--- src/rtl/crc_check_sequencer.sv ---
// crc_check_sequencer
// Sequences one serial CRC-4 check pass per codeword: accept, load the
// decoder, shift it CW_WIDTH times, sample its data/error, then present the
// result on the output stream.
// Optional feature: define CRC_SEQ_ERR_CNT_EN to build the saturating
// mismatch counter (err_count / err_clr).
//
// Handshakes: a transfer happens on a rising edge where valid && ready.
// in_ready is a pure state decode (high only in IDLE); out_valid is high only
// in OUT and its payload is held until out_ready is seen.
module crc_check_sequencer #(
    parameter int CW_WIDTH      = 12,
    parameter int DATA_WIDTH    = 8,
    parameter int ERR_CNT_WIDTH = 16
) (
    input  logic                     clk,
    input  logic                     rst_n,
    input  logic                     in_valid,
    output logic                     in_ready,
    input  logic [CW_WIDTH-1:0]      in_data,
    output logic                     dec_load,
    output logic                     dec_shift_en,
    output logic [CW_WIDTH-1:0]      dec_encoded_data,
    input  logic [DATA_WIDTH-1:0]    dec_data,
    input  logic                     dec_error,
    output logic                     out_valid,
    input  logic                     out_ready,
    output logic [DATA_WIDTH-1:0]    out_data,
    output logic                     out_error,
    output logic                     busy,
    input  logic                     err_clr,
    output logic [ERR_CNT_WIDTH-1:0] err_count
);

    localparam int CNT_W = $clog2(CW_WIDTH + 1);
    localparam logic [CNT_W-1:0] LAST_SHIFT = CNT_W'(CW_WIDTH - 1);

    typedef enum logic [2:0] {
        S_IDLE  = 3'd0,
        S_LOAD  = 3'd1,
        S_SHIFT = 3'd2,
        S_CHECK = 3'd3,
        S_OUT   = 3'd4
    } state_t;

    state_t                r_state;
    state_t                w_next_state;
    logic [CNT_W-1:0]      r_shift_cnt;
    logic [CW_WIDTH-1:0]   r_codeword;
    logic [DATA_WIDTH-1:0] r_out_data;
    logic                  r_out_error;

    // State register
    always_ff @(posedge clk or negedge rst_n) begin
        if (!rst_n) begin
            r_state <= S_IDLE;
        end else begin
            r_state <= w_next_state;
        end
    end

    // Next-state logic: one full pass per accepted codeword
    always_comb begin
        w_next_state = r_state;
        case (r_state)
            S_IDLE:  if (in_valid) w_next_state = S_LOAD;
            S_LOAD:  w_next_state = S_SHIFT;
            S_SHIFT: if (r_shift_cnt == LAST_SHIFT) w_next_state = S_CHECK;
            S_CHECK: w_next_state = S_OUT;
            S_OUT:   if (out_ready) w_next_state = S_IDLE;
            default: w_next_state = S_IDLE;
        endcase
    end

    // Output decode: every strobe is a function of the state register only
    always_comb begin
        in_ready     = 1'b0;
        dec_load     = 1'b0;
        dec_shift_en = 1'b0;
        out_valid    = 1'b0;
        busy         = 1'b1;
        case (r_state)
            S_IDLE:  begin in_ready = 1'b1; busy = 1'b0; end
            S_LOAD:  dec_load     = 1'b1;
            S_SHIFT: dec_shift_en = 1'b1;
            S_OUT:   out_valid    = 1'b1;
            default: ;
        endcase
    end

    // Datapath: capture codeword on accept, count shifts, sample decoder in CHECK
    always_ff @(posedge clk or negedge rst_n) begin
        if (!rst_n) begin
            r_codeword  <= '0;
            r_shift_cnt <= '0;
            r_out_data  <= '0;
            r_out_error <= 1'b0;
        end else begin
            case (r_state)
                S_IDLE:  if (in_valid) r_codeword <= in_data;
                S_LOAD:  r_shift_cnt <= '0;
                S_SHIFT: r_shift_cnt <= r_shift_cnt + 1'b1;
                S_CHECK: begin
                    r_out_data  <= dec_data;
                    r_out_error <= dec_error;
                end
                default: ;
            endcase
        end
    end

    assign dec_encoded_data = r_codeword;
    assign out_data         = r_out_data;
    assign out_error        = r_out_error;

`ifdef CRC_SEQ_ERR_CNT_EN
    logic [ERR_CNT_WIDTH-1:0] r_err_count;

    // Saturating mismatch counter; a clear overrides a same-cycle increment
    always_ff @(posedge clk or negedge rst_n) begin
        if (!rst_n) begin
            r_err_count <= '0;
        end else if (err_clr) begin
            r_err_count <= '0;
        end else if (r_state == S_CHECK && dec_error && !(&r_err_count)) begin
            r_err_count <= r_err_count + 1'b1;
        end
    end

    assign err_count = r_err_count;
`else
    logic w_unused_err_clr;

    assign w_unused_err_clr = err_clr;
    assign err_count        = '0;
`endif

endmodule

--- config.mk ---
export PLATFORM = sky130hd
export DESIGN_NAME = crc_check_sequencer
export DESIGN_NICKNAME = d
export VERILOG_FILES = /design/src/rtl/crc_check_sequencer.sv
export SDC_FILE = /design/constraint.sdc
export NUM_CORES = 1
export LEC_CHECK = 0
export ABC_AREA = 1
export CAP_MARGIN = 10
export CORE_MARGIN = 10
export CORE_UTILIZATION = 36
export DETAILED_ROUTE_END_ITERATION = 8
export GPL_ROUTABILITY_DRIVEN = 0
export PLACE_DENSITY = 0.73
export SKIP_LAST_GASP = 1
export SLEW_MARGIN = 40
export SYNTH_ARGS = -nofsm -noshare
export SYNTH_HDL_FRONTEND = slang
export SYNTH_SLANG_ARGS = --single-unit
--- constraint.sdc ---
create_clock -name clk -period 1.2 [get_ports clk]
set_input_delay 0.12 -clock clk [delete_from_list [all_inputs] [get_ports clk]]
set_output_delay 0.12 -clock clk [all_outputs]
set_load 0.01 [all_outputs]
Yosys cells after proc, flatten, opt, wreduce, memory -nomap -nowiden
Cells that the tools add are included.
{"block": "classes", "n_addsub": 1, "multipliers": 0, "div": 0, "n_lt_le_gt_ge": 0, "n_eq_ne": 8, "shifts": 0, "n_mux": 10, "bitwise": 0, "n_reduce_logical": 4}
{"op": "case mux 3 bit (5 select lines)", "count": 1}
{"op": "2-to-1 mux 3 bit", "count": 3}
{"op": "case mux 4 bit (2 select lines)", "count": 1}
{"op": "equality test 3 x 2 -> 1 bit (second input constant)", "count": 2}
{"op": "inequality test 2 bit (second input constant)", "count": 3}
{"op": "2-to-1 mux 1 bit", "count": 5}
{"op": "adder 4 x 1 -> 4 bit (second input constant)", "count": 1}
{"op": "equality test 4 bit (second input constant)", "count": 1}
{"op": "equality test 3 x 1 -> 1 bit (second input constant)", "count": 1}
{"op": "equality test 3 bit (second input constant)", "count": 1}
{"op": "logical NOT 3 bit", "count": 1}
{"op": "AND reduction 3 bit", "count": 1}
{"op": "AND reduction 2 bit", "count": 1}
{"op": "nonzero test 2 bit", "count": 1}
{"block": "totals", "register_bits": 28, "latchBits": 0, "ramBits": 0, "mem_bits_ro": 0, "in_bits": 26, "output_inout_bits": 42, "elab_cells": 28, "memories": 0}

Logic depth before layout (Yosys ltp)
{"block": "depth", "ltp_word": 3, "depth_mapped": 6, "depth_no_buf": 6}

Worst setup path after synthesis
Ideal clock, no wire load.
{"block": "synth_timing", "path_type": "register -> register", "start": "register r_state[2]", "end": "register r_state[0]", "setup_ps": 115, "arrival_time_ps": 1046, "t_required_ps": 1085, "setup_slack_ps": 39, "path_stages_with_launch": 7, "path_buffers": 0, "synth_period_minus_slack_ps": 1161, "path_cell_list": "dfrtp_1 > inv_1 > nand2_1 > nor2_1 > nand2_1 > nand3_1 > nor2_1"}
{"block": "synth_via", "elab_chain_len": 3, "elab_cells_between_ends": 10, "cone_classes": "eq/ne (7); mux (1); reduce/logical (2)"}
{"element": "start: declaration", "line": "46", "text": "state_t r_state;"}
{"element": "start signal: assignment", "line": "58", "text": "r_state <= w_next_state;"}
{"element": "equality test 3 x 2 -> 1 bit (tied with other cells)", "line": "65", "text": "case (r_state)"}
{"element": "inequality test 2 bit (no source line)"}
{"element": "AND reduction 3 bit (no source line)"}
Parallel ways exist; a longest one is shown, timed or not.
A chain may end at the register's enable or synchronous reset.

Worst setup path in the final report
{"block": "layout_timing", "start": "register r_state[0]", "end": "output port busy"}
{"block": "layout_via", "elab_chain_len": 2}
{"element": "logical NOT 3 bit", "line": "82", "text": "case (r_state)"}
{"element": "2-to-1 mux 1 bit", "line": "82"}
{"element": "end: declaration", "line": "30", "text": "output logic busy,"}
No other way between the ends.

==> flow_summary.ini <==
[grt]
gr-usage-all-layers_pct = 9.48
grt.overflow.total = 0
grt_pass1_vias = 1095
antenna_found_initial = 0
pin_count_of_the_biggest_net_entering_global_routing = 29
grt_first_pass_wirelength_um = 5040

[route]
detail_route.vias_per_cell = 4.15
wl_per_cell_um = 11.9
ant_nets = 0
drt_first_iter_violations = 42
detail_route.first_pass.iterations = 4
drc = 0
detail_route.wirelength_um = 3150
routed-via-count = 1095

[power_and_ir_drop]
power_frac_clock_pct = 12.0
power.density_cell_area_nw_per_um2 = 2360
p_sw_mw = 1.83
ir_drop_v = 0.000913
total_leakage_power_nw = 1.10
power.internal_mw = 2.98
total_power_mw = 4.81
combinational_cell_fraction_of_total_power_pct = 54.4
swShare_pct = 38.1
seqPwrFrac_pct = 33.6

[synthesis]
postSynthCellCount = 151
yosysUniqueCellTypes = 19
synthesis.area_um2 = 1370
synth_area_leaders = dfrtp_1 51%, buf_4 9.3%, nand2_1 8.2%
cell_taking_the_most_area_after_synthesis = dfrtp_1
synth.top_cell.area_share_pct = 51.3
avgSynthCellArea_um2 = 9.04
yosys_warnings = 0
synth_seq_cells = 28
yosysSeqAreaShare_pct = 51.3

[critical_path]
rr_worst_depth = 7
reg2reg_setup_slack_ns = -0.06
cp.arrival_ns = 1.19
worstPathMaxFanout = 2
critPathCaptureType = primary output
critical_path_class = reg -> out
required_time_reported_for_the_critical_path_endpoint_ns = 1.08
worstSetupStartpointType = flop

[run_status]
violations = negative setup slack
run_status = finished, violations left

[placement]
port_buffers = 50
place_hpwl_um = 2480
dp.cells = 255

[timing]
final_min_period_over_clock_period_pct = 109
rsz_0062_raised_after_global_routing = true
setup_slack_ns = -0.107
fin_worst_hold_slack_ns = 0.200
timing_hold_violations_final = 0
finClkSkew_ns = 0.00317
timing.final.max_slew_violations = 0
finalWorstPathRequiredPeriod_ns = 1.31
setup_viol = 27
timing.fmax_mhz = 765

[clock_tree]
cts_tree = yes
htree_num_levels = 1
cts_root_buffer = clkbuf_8
clk_path_buf_depth = 2
cts-buffers-inserted = 3
worst_skew_pair.late_latency_ns = 0.27
cts.sink_count = 28
clk_pin_slew_ns = 0.09

[final_layout]
drive_above_1_share_pct = 22.2
antenna_cells = 0
area_growth_pct = 49.0
final_cell_count_no_fill = 264
layout.core_utilization_pct = 55.6
nets = 244

[run]
max-cap-violations = 0

[min_path]
hp-class = in -> async

[floorplanning]
initial_utilization_pct = 37.3
full_die_area_um2 = 6650
die_y_um = 81.6
chipWidth_um = 81.6
io_pins = 68
num_rows = 22
design.core.area_um2 = 3660
[area by class of cell]
cell class / instances / area, um2
clock buffers: 4 / 55.1
fillers: 350 / 1630
well taps: 48 / 60.1
repair buffers: 66 / 631
inverters: 28 / 105
flip-flops and latches: 28 / 702
multi-input cells: 90 / 482
[per-layer routing]
layer  vias to the layer above  global-route usage [%]  part of all wire (%)
met5                         -                       0                     0
met2                        41                    15.8                    50
met1                       490                    11.0                    39
met3                         4                    3.71                    10
li1                        560                       -                     -
met4                         0                    3.06                  0.86
[cell usage after synthesis]
master / count
xor2_1: 1
nor3_1: 1
conb_1: 1
nor2_2: 1
buf_2: 1
nand2_1: 30
nor2_1: 5
nand4_1: 1
ha_1: 1
dfrtp_1: 28
o21ai_0: 11
inv_1: 28
o21ai_2: 12
a21oi_1: 1
nand3_1: 6
buf_4: 17
nand3_2: 2
nand3b_1: 2
buf_6: 2
[cell families (layout without fill, tap and decap cells)]
group / after synthesis / count (layout) / share of synthesized area [%]
xor gates and xnor gates: 1 / 1 / 0.642
AOI/OAI and AO/OA: 24 / 24 / 12.1
and+or+nand+nor: 48 / 48 / 15.7
buffers and inverters: 48 / 98 / 19.1
other: 1 / 16 / 0.275
adders and majority gates: 1 / 1 / 0.916
DFF: 28 / 28 / 51.3
[power by group through the flow]
stage / Combinational [mW] / Clock, mW / Sequential, mW
6_report: 2.62 / 0.578 / 1.61
3_5_place_dp: 2.66 / 0 / 1.67
5_1_grt: 2.92 / 0.639 / 1.68
2_1_floorplan: 1.09 / 0 / 1.81
4_1_cts: 2.51 / 0.600 / 1.62
3_3_place_gp: 2.62 / 0 / 1.65
[state kept, by name, summed over array words and instances (netlist names)]
signal	count
r_shift_cnt	4
out_data	8
r_state	3
out_error	1
dec_encoded_data	12
[per-stage QoR]
step	setup WS, ns	cell area (um2)	setup TNS (ns)
floorplan	0.0392	1420	0
global placement	-0.152	1950	-0.624
detailed placement	-0.191	1950	-0.769
CTS	-0.155	1990	-0.932
global route	-0.178	2030	-2.86
finish	-0.107	2030	-1.12
[cells in the final DEF, fill, tap and decap left out, types with 2 or more instances in the layout]
master / netlist / routed
nand3_1: 6 / 5
nor2_1: 5 / 3
inv_2: 0 / 2
buf_6: 2 / 5
clkdlybuf4s50_1: 0 / 24
buf_2: 1 / 2
buf_12: 0 / 3
conb_1: 1 / 16
nand2_1: 30 / 29
o21ai_2: 12 / 12
nor2_2: 1 / 2
nand3b_1: 2 / 2
nand3_2: 2 / 3
clkbuf_8: 0 / 4
inv_1: 28 / 26
o21ai_1: 0 / 2
buf_4: 17 / 10
dlygate4sd2_1: 0 / 21
o21ai_0: 11 / 9
dfrtp_1: 28 / 27
[timing repair]
| action | 4_1_cts | 5_1_grt |
|---|---|---|
| resized for setup | 46 | 10 |
| buffers inserted | 3 | 2 |
| hold buffers | 0 | 0 |
| endpoints found under the setup margin | 26 | 23 |
| pin swaps | 1 | 2 |
[path summary, 6_finish.rpt]
kind / start / endpoint
worst max-delay path: r_state[0] / busy
worst min-delay path: rst_n / out_data[1]
worst max register to register: r_state[0] / r_state[0]
worst min register to register: dec_encoded_data[2] / dec_encoded_data[2]
max in group asynchronous: rst_n / r_state[1]
min in group clk: in_data[3] / dec_encoded_data[3]
[worst max-delay path: stages (launching register included)]
cell	delay, ns
dfrtp_1	0.40
buf_6	0.13
nor2_4	0.10
inv_2	0.05
nor2_2	0.08
inv_1	0.05
buf_6	0.11
No activity file was read; power rests on OpenSTA's default activity.
==> patch 1: new RTL, config.mk and constraints unchanged <==
The 5 states of `state_t` get a one-hot encoding in 5 bits.
--- a/src/rtl/crc_check_sequencer.sv
+++ b/src/rtl/crc_check_sequencer.sv
@@ -35,12 +35,12 @@
     localparam int CNT_W = $clog2(CW_WIDTH + 1);
     localparam logic [CNT_W-1:0] LAST_SHIFT = CNT_W'(CW_WIDTH - 1);
 
-    typedef enum logic [2:0] {
-        S_IDLE  = 3'd0,
-        S_LOAD  = 3'd1,
-        S_SHIFT = 3'd2,
-        S_CHECK = 3'd3,
-        S_OUT   = 3'd4
+    typedef enum logic [4:0] {
+        S_IDLE  = 5'b00001,
+        S_LOAD  = 5'b00010,
+        S_SHIFT = 5'b00100,
+        S_CHECK = 5'b01000,
+        S_OUT   = 5'b10000
     } state_t;
 
     state_t                r_state;
Behaviour: same outputs for any inputs over 10 cycles, from zero or initial values and one cycle with rst_n low; not proved beyond that.
==> patch 1 against the unedited design <==
- the run still ends with negative setup slack left
- total power is 25% higher
- sequential cell count is 2 higher
- critical path depth up 2
- routed wire length grew 34%
- non-clock buffer count is 13 higher
- fmax down 5.6%
- sequential power up 6%
- count of clock-buffer cells in the layout is 4 higher
- synthesized area increased by 6.1%
- cell area rose by 19%
- worst setup slack lost 77 ps
- clock power grew 42%
==> patch 1: results (changes against the unedited design) <==
Largest net degree at the start of global routing - 31 (+6.9%)
R2R depth - 8 (+1)
Worst setup margin - -185 ps (-77.3 ps)
Clk sink count - 30 (+7.1%)
Vias in the first global route - 1406 (+28%)
Cell-internal power - 0.00368 W (+24%)
First-pass GRT wire length - 6.74 mm (+34%)
Clock transition at path regs - 60 ps (-30 ps)
Syn avg cell area - 8.62 um^2 (-4.6%)
CTS buffer count - 5 (+2)
Via Count - 1317 (+20%)
Final HPWL DP - 2.81 mm (+13%)
Post-synth top cells - 52 x nand2_1, 29 x dfrtp_1, 18 x nand3_1
Top cells by area, synth - dfrtp_1 50%, nand2_1 13%, buf_4 8.8%, nand3_1 6.2%, o21ai_0 5.9%
Tot GR Track Use - 11.5% (+2.0 points)
Biggest fanout along the worst timing path - 3 (+1)
Pre-CTS setup slack - -290 ps (-98.1 ps)
Fillers - 333 (-4.9%)
CP endpoint - r_state[0]$_DFFE_PN1P_
Final Skew - 5.88 ps (+2.72 ps)
Ratio of cells with drive above 1 in the final layout - 31.6% (+9.4 points)
Peak VDD IR - 1.34 mV (+47%)
Failing checks - negative setup slack
Clk power - 0.000822 W (+42%)
H-tree depth - 2 (+1)
DR WL/cell - 14.1 um (+18%)
Status - complete, but fails checks
Dpl cell area - 2030 um^2 (+4.4%)
Leakage - 1.21 nW (+10%)
Inst Count DP - 276 (+8.2%)
Fin util - 61.2% (+5.6 points)
Cell variety after synth - 22 (+3)
Final Hold Slack - 196 ps (-3.89 ps)
Final setup violation count - 28 (+3.7%)
Final instance count without filler cells - 300 (+14%)
Sequential cell power - 0.00170 W (+6%)
## patch 1: changes by cell type after synthesis, moves of 6 or more
cell / delta
nand2_1: +22
nand3_1: +12
o21ai_0: +6
inv_1: -20
o21ai_2: -12
## patch 1: area by class of cell
cell class,instances,area (um^2),share of cell area (%)
Multi-Input combinational cell,123,691,28.6
Inverter,10,37.5,1.56
Sequential cell,30,752,31.2
Tap cell,50,62.6,2.59
Timing Repair Buffer,79,778,32.3
Clock buffer,8,90.1,3.74
## patch 1: cells by family (layout without fill, tap and decap cells)
group,after synthesis,count (layout),share of synthesized area [%]
xor gates and xnor gates,2,2,1.21
adders and majority gates,1,1,0.863
other,1,16,0.259
DFF,30,30,51.9
buffers and inverters,31,97,13.6
AOI/OAI and AO/OA,18,18,6.22
and+or+nand+nor,85,86,26.0
## patch 1: metrics by stage
step           total power [W]  setup TNS (ps)
5_1_grt                0.00649           -5750
2_1_floorplan          0.00307               0
3_3_place_gp           0.00431           -4200
4_1_cts                0.00552           -2950
6_report               0.00602           -3330
3_5_place_dp           0.00438           -5030
## patch 1: worst max-delay path: cells and delay by family (launching register included)
| kind | cells | cell delay [ps] |
|---|---|---|
| AOI/OAI and AO/OA | 2 | 300 |
| buffers and inverters | 4 | 480 |
| and+or+nand+nor | 2 | 120 |
| DFF | 1 | 400 |
## patch 1: per-layer routing
layer | global-route usage [%] | routed length, um | vias up
li1 | - | - | 669
met1 | 11.7 | 1570 | 606
met2 | 21.2 | 2370 | 38
met3 | 4.00 | 247 | 4
met4 | 3.65 | 36 | 0
met5 | 0 | 0 | -
## patch 1: what timing repair did
item / 4_1_cts / 5_1_grt
resized for setup: 62 / 36
pin swaps: 8 / 14
setup buffers: 11 / 5
endpoints found under the setup margin: 53 / 35
cloned: 1 / 1
==> patch 2: new RTL, same settings <==
Without the edit above. The option `CRC_SEQ_ERR_CNT_EN` is turned on by a define.
--- a/src/rtl/crc_check_sequencer.sv
+++ b/src/rtl/crc_check_sequencer.sv
@@ -8,6 +8,8 @@
 // Handshakes: a transfer happens on a rising edge where valid && ready.
 // in_ready is a pure state decode (high only in IDLE); out_valid is high only
 // in OUT and its payload is held until out_ready is seen.
+`define CRC_SEQ_ERR_CNT_EN
+
 module crc_check_sequencer #(
     parameter int CW_WIDTH      = 12,
     parameter int DATA_WIDTH    = 8,
Function: no difference found for any inputs over 10 cycles, from zero or initial values and one cycle with rst_n low; that may be too few to reach the edited logic, so the function may still have changed.
==> patch 2 against the unedited design <==
- the flow still finishes with violations (negative setup slack)
- synthesized area up 58%
- highest routed layer unchanged
- die area up 43%
- critical path type is now reg -> reg
- sequential cell count up 16
- fmax down 8.1%
- hold slack better by 120 ps
- routed wire length up 98%
- sequential share of layout area down 2.8 points
- cell area up 71%
- worst setup slack worse by 120 ps
- total power up 27%
- largest cell class unchanged
- global-route usage up 2.8 points
==> patch 2: results (changes against the unedited design) <==
Ratio of cells with drive above 1 in the final layout - 34.6% (+12 points)
Max FFs per register - 16 (+4)
Worst R2R End - err_count[11]$_DFFE_PN0P_
Largest net degree at the start of global routing - 45 (+55%)
Clock latency on the worst-skew pair - 300 ps (+30 ps)
H-tree depth - 2 (+1)
Worst Path Arrival - 1620 ps (+430 ps)
Xor and xnor area share after synthesis - 1.62% (+0.98 points)
First-pass GRT wire length - 9.81 mm (+95%)
Fin nets - 406 (+66%)
Synth Area in Adders - 1.16% (+0.24 points)
Final HPWL DP - 4.42 mm (+78%)
Failing checks - negative setup slack
Peak VDD IR - 0.941 mV (+3.0%)
Sequential fraction of the synthesis area - 50.9% (-0.43 points)
Post-synth top cells - 92 x nand2_1, 44 x dfrtp_1, 25 x inv_1
Top cell type's share of synthesized area - 50.9% (-0.43 points)
Final Skew - 2.17 ps (-0.996 ps)
DRT iter0 DRCs - 171 (+310%)
Vias per inst - 4.66 (+12%)
Worst setup margin - -222 ps (-115 ps)
Final setup violation count - 34 (+26%)
Status - complete, but fails checks
Leakage - 1.78 nW (+61%)
Slowest stage delay, CP - 430 ps (+30 ps)
Worst R2R Start - err_count[0]$_DFFE_PN0P_
Top cells by area, synth - dfrtp_1 51%, nand2_1 16%, mux2_2 6.2%, inv_1 4.3%, nand4_1 3.5%
Port buffer count - 67 (+34%)
## patch 2: changes by cell type in the layout (fill, tap and decap cells not counted), sizes merged, moves of 6 or more
cell    unedited run  this run
nand4              1        12
conb              16         0
nand3              8        14
nor2               6        24
dfrtp             28        44
mux2               0        12
buf               20        67
o21ai             23         5
nand2             30        93
clkbuf             5        14
## patch 2: layer usage
metal | GRT usage [%] | up-vias | share of wire (%)
li1 | - | 1068 | -
met2 | 19.6 | 61 | 49
met4 | 4.70 | 0 | 1.1
met1 | 14.7 | 980 | 44
met3 | 4.20 | 6 | 6.5
met5 | 0 | - | 0
## patch 2: final cells by class
| class | count | area (um^2) |
|---|---|---|
| Multi-Input combinational cell | 179 | 1040 |
| Inverter | 27 | 110 |
| Clock buffer | 6 | 82.6 |
| Fill cell | 530 | 2400 |
| Tap cell | 75 | 93.8 |
| Timing Repair Buffer | 121 | 1020 |
| Clock inverter | 2 | 38.8 |
| Sequential cell | 44 | 1100 |
## patch 2: power by group through the flow
stage | Combinational (W) | Sequential, W | Clock [W]
after floorplan | 0.00104 | 0.00242 | 0
after global placement | 0.00260 | 0.00222 | 0
after detailed placement | 0.00264 | 0.00225 | 0
after CTS | 0.00248 | 0.00221 | 0.00123
after global routing | 0.00296 | 0.00229 | 0.00129
final | 0.00271 | 0.00222 | 0.00120
## patch 2: through the flow
stage | hold slack (ps) | utilization, % | TNS [ps] | std cells
after floorplan | -176 | - | -5400 | 255
after global placement | 114 | 54.7 | -8720 | 432
after detailed placement | 115 | 54.7 | -9720 | 432
after CTS | 326 | 58.0 | -5940 | 449
after global routing | 352 | 59.1 | -9370 | 454
final | 321 | 59.1 | -5980 | 454
## patch 2: cells by family after synthesis
group	Yosys count
AO/OA/AOI/OAI	14
flip-flops	44
buffers and inverters	32
adder cells (fa/ha/maj)	2
multiplexers	12
XOR/XNOR	4
AND/OR/NAND/NOR	147
## patch 2: what timing repair did
| item | in CTS | in global routing |
|---|---|---|
| endpoints found under the setup margin | 73 | 52 |
| pin swaps | 4 | 11 |
| cloned | 0 | 0 |
| hold buffers | 1 | 0 |
| buffers inserted | 8 | 5 |
| endpoints found under the hold margin | 44 | 0 |
| gates resized for setup | 98 | 43 |
## patch 2: worst max-delay path by stage
stage                                        start                        end  cells past startpoint
after floorplan           err_count[1]$_DFFE_PN0P_   err_count[2]$_DFFE_PN0P_                     10
after global placement    err_count[1]$_DFFE_PN0P_   err_count[2]$_DFFE_PN0P_                      8
after detailed placement  err_count[1]$_DFFE_PN0P_   err_count[2]$_DFFE_PN0P_                      8
after CTS                 err_count[0]$_DFFE_PN0P_  err_count[15]$_DFFE_PN0P_                      9
after global routing        r_state[2]$_DFFE_PN0P_  err_count[11]$_DFFE_PN0P_                      8
final                     err_count[0]$_DFFE_PN0P_  err_count[11]$_DFFE_PN0P_                      9
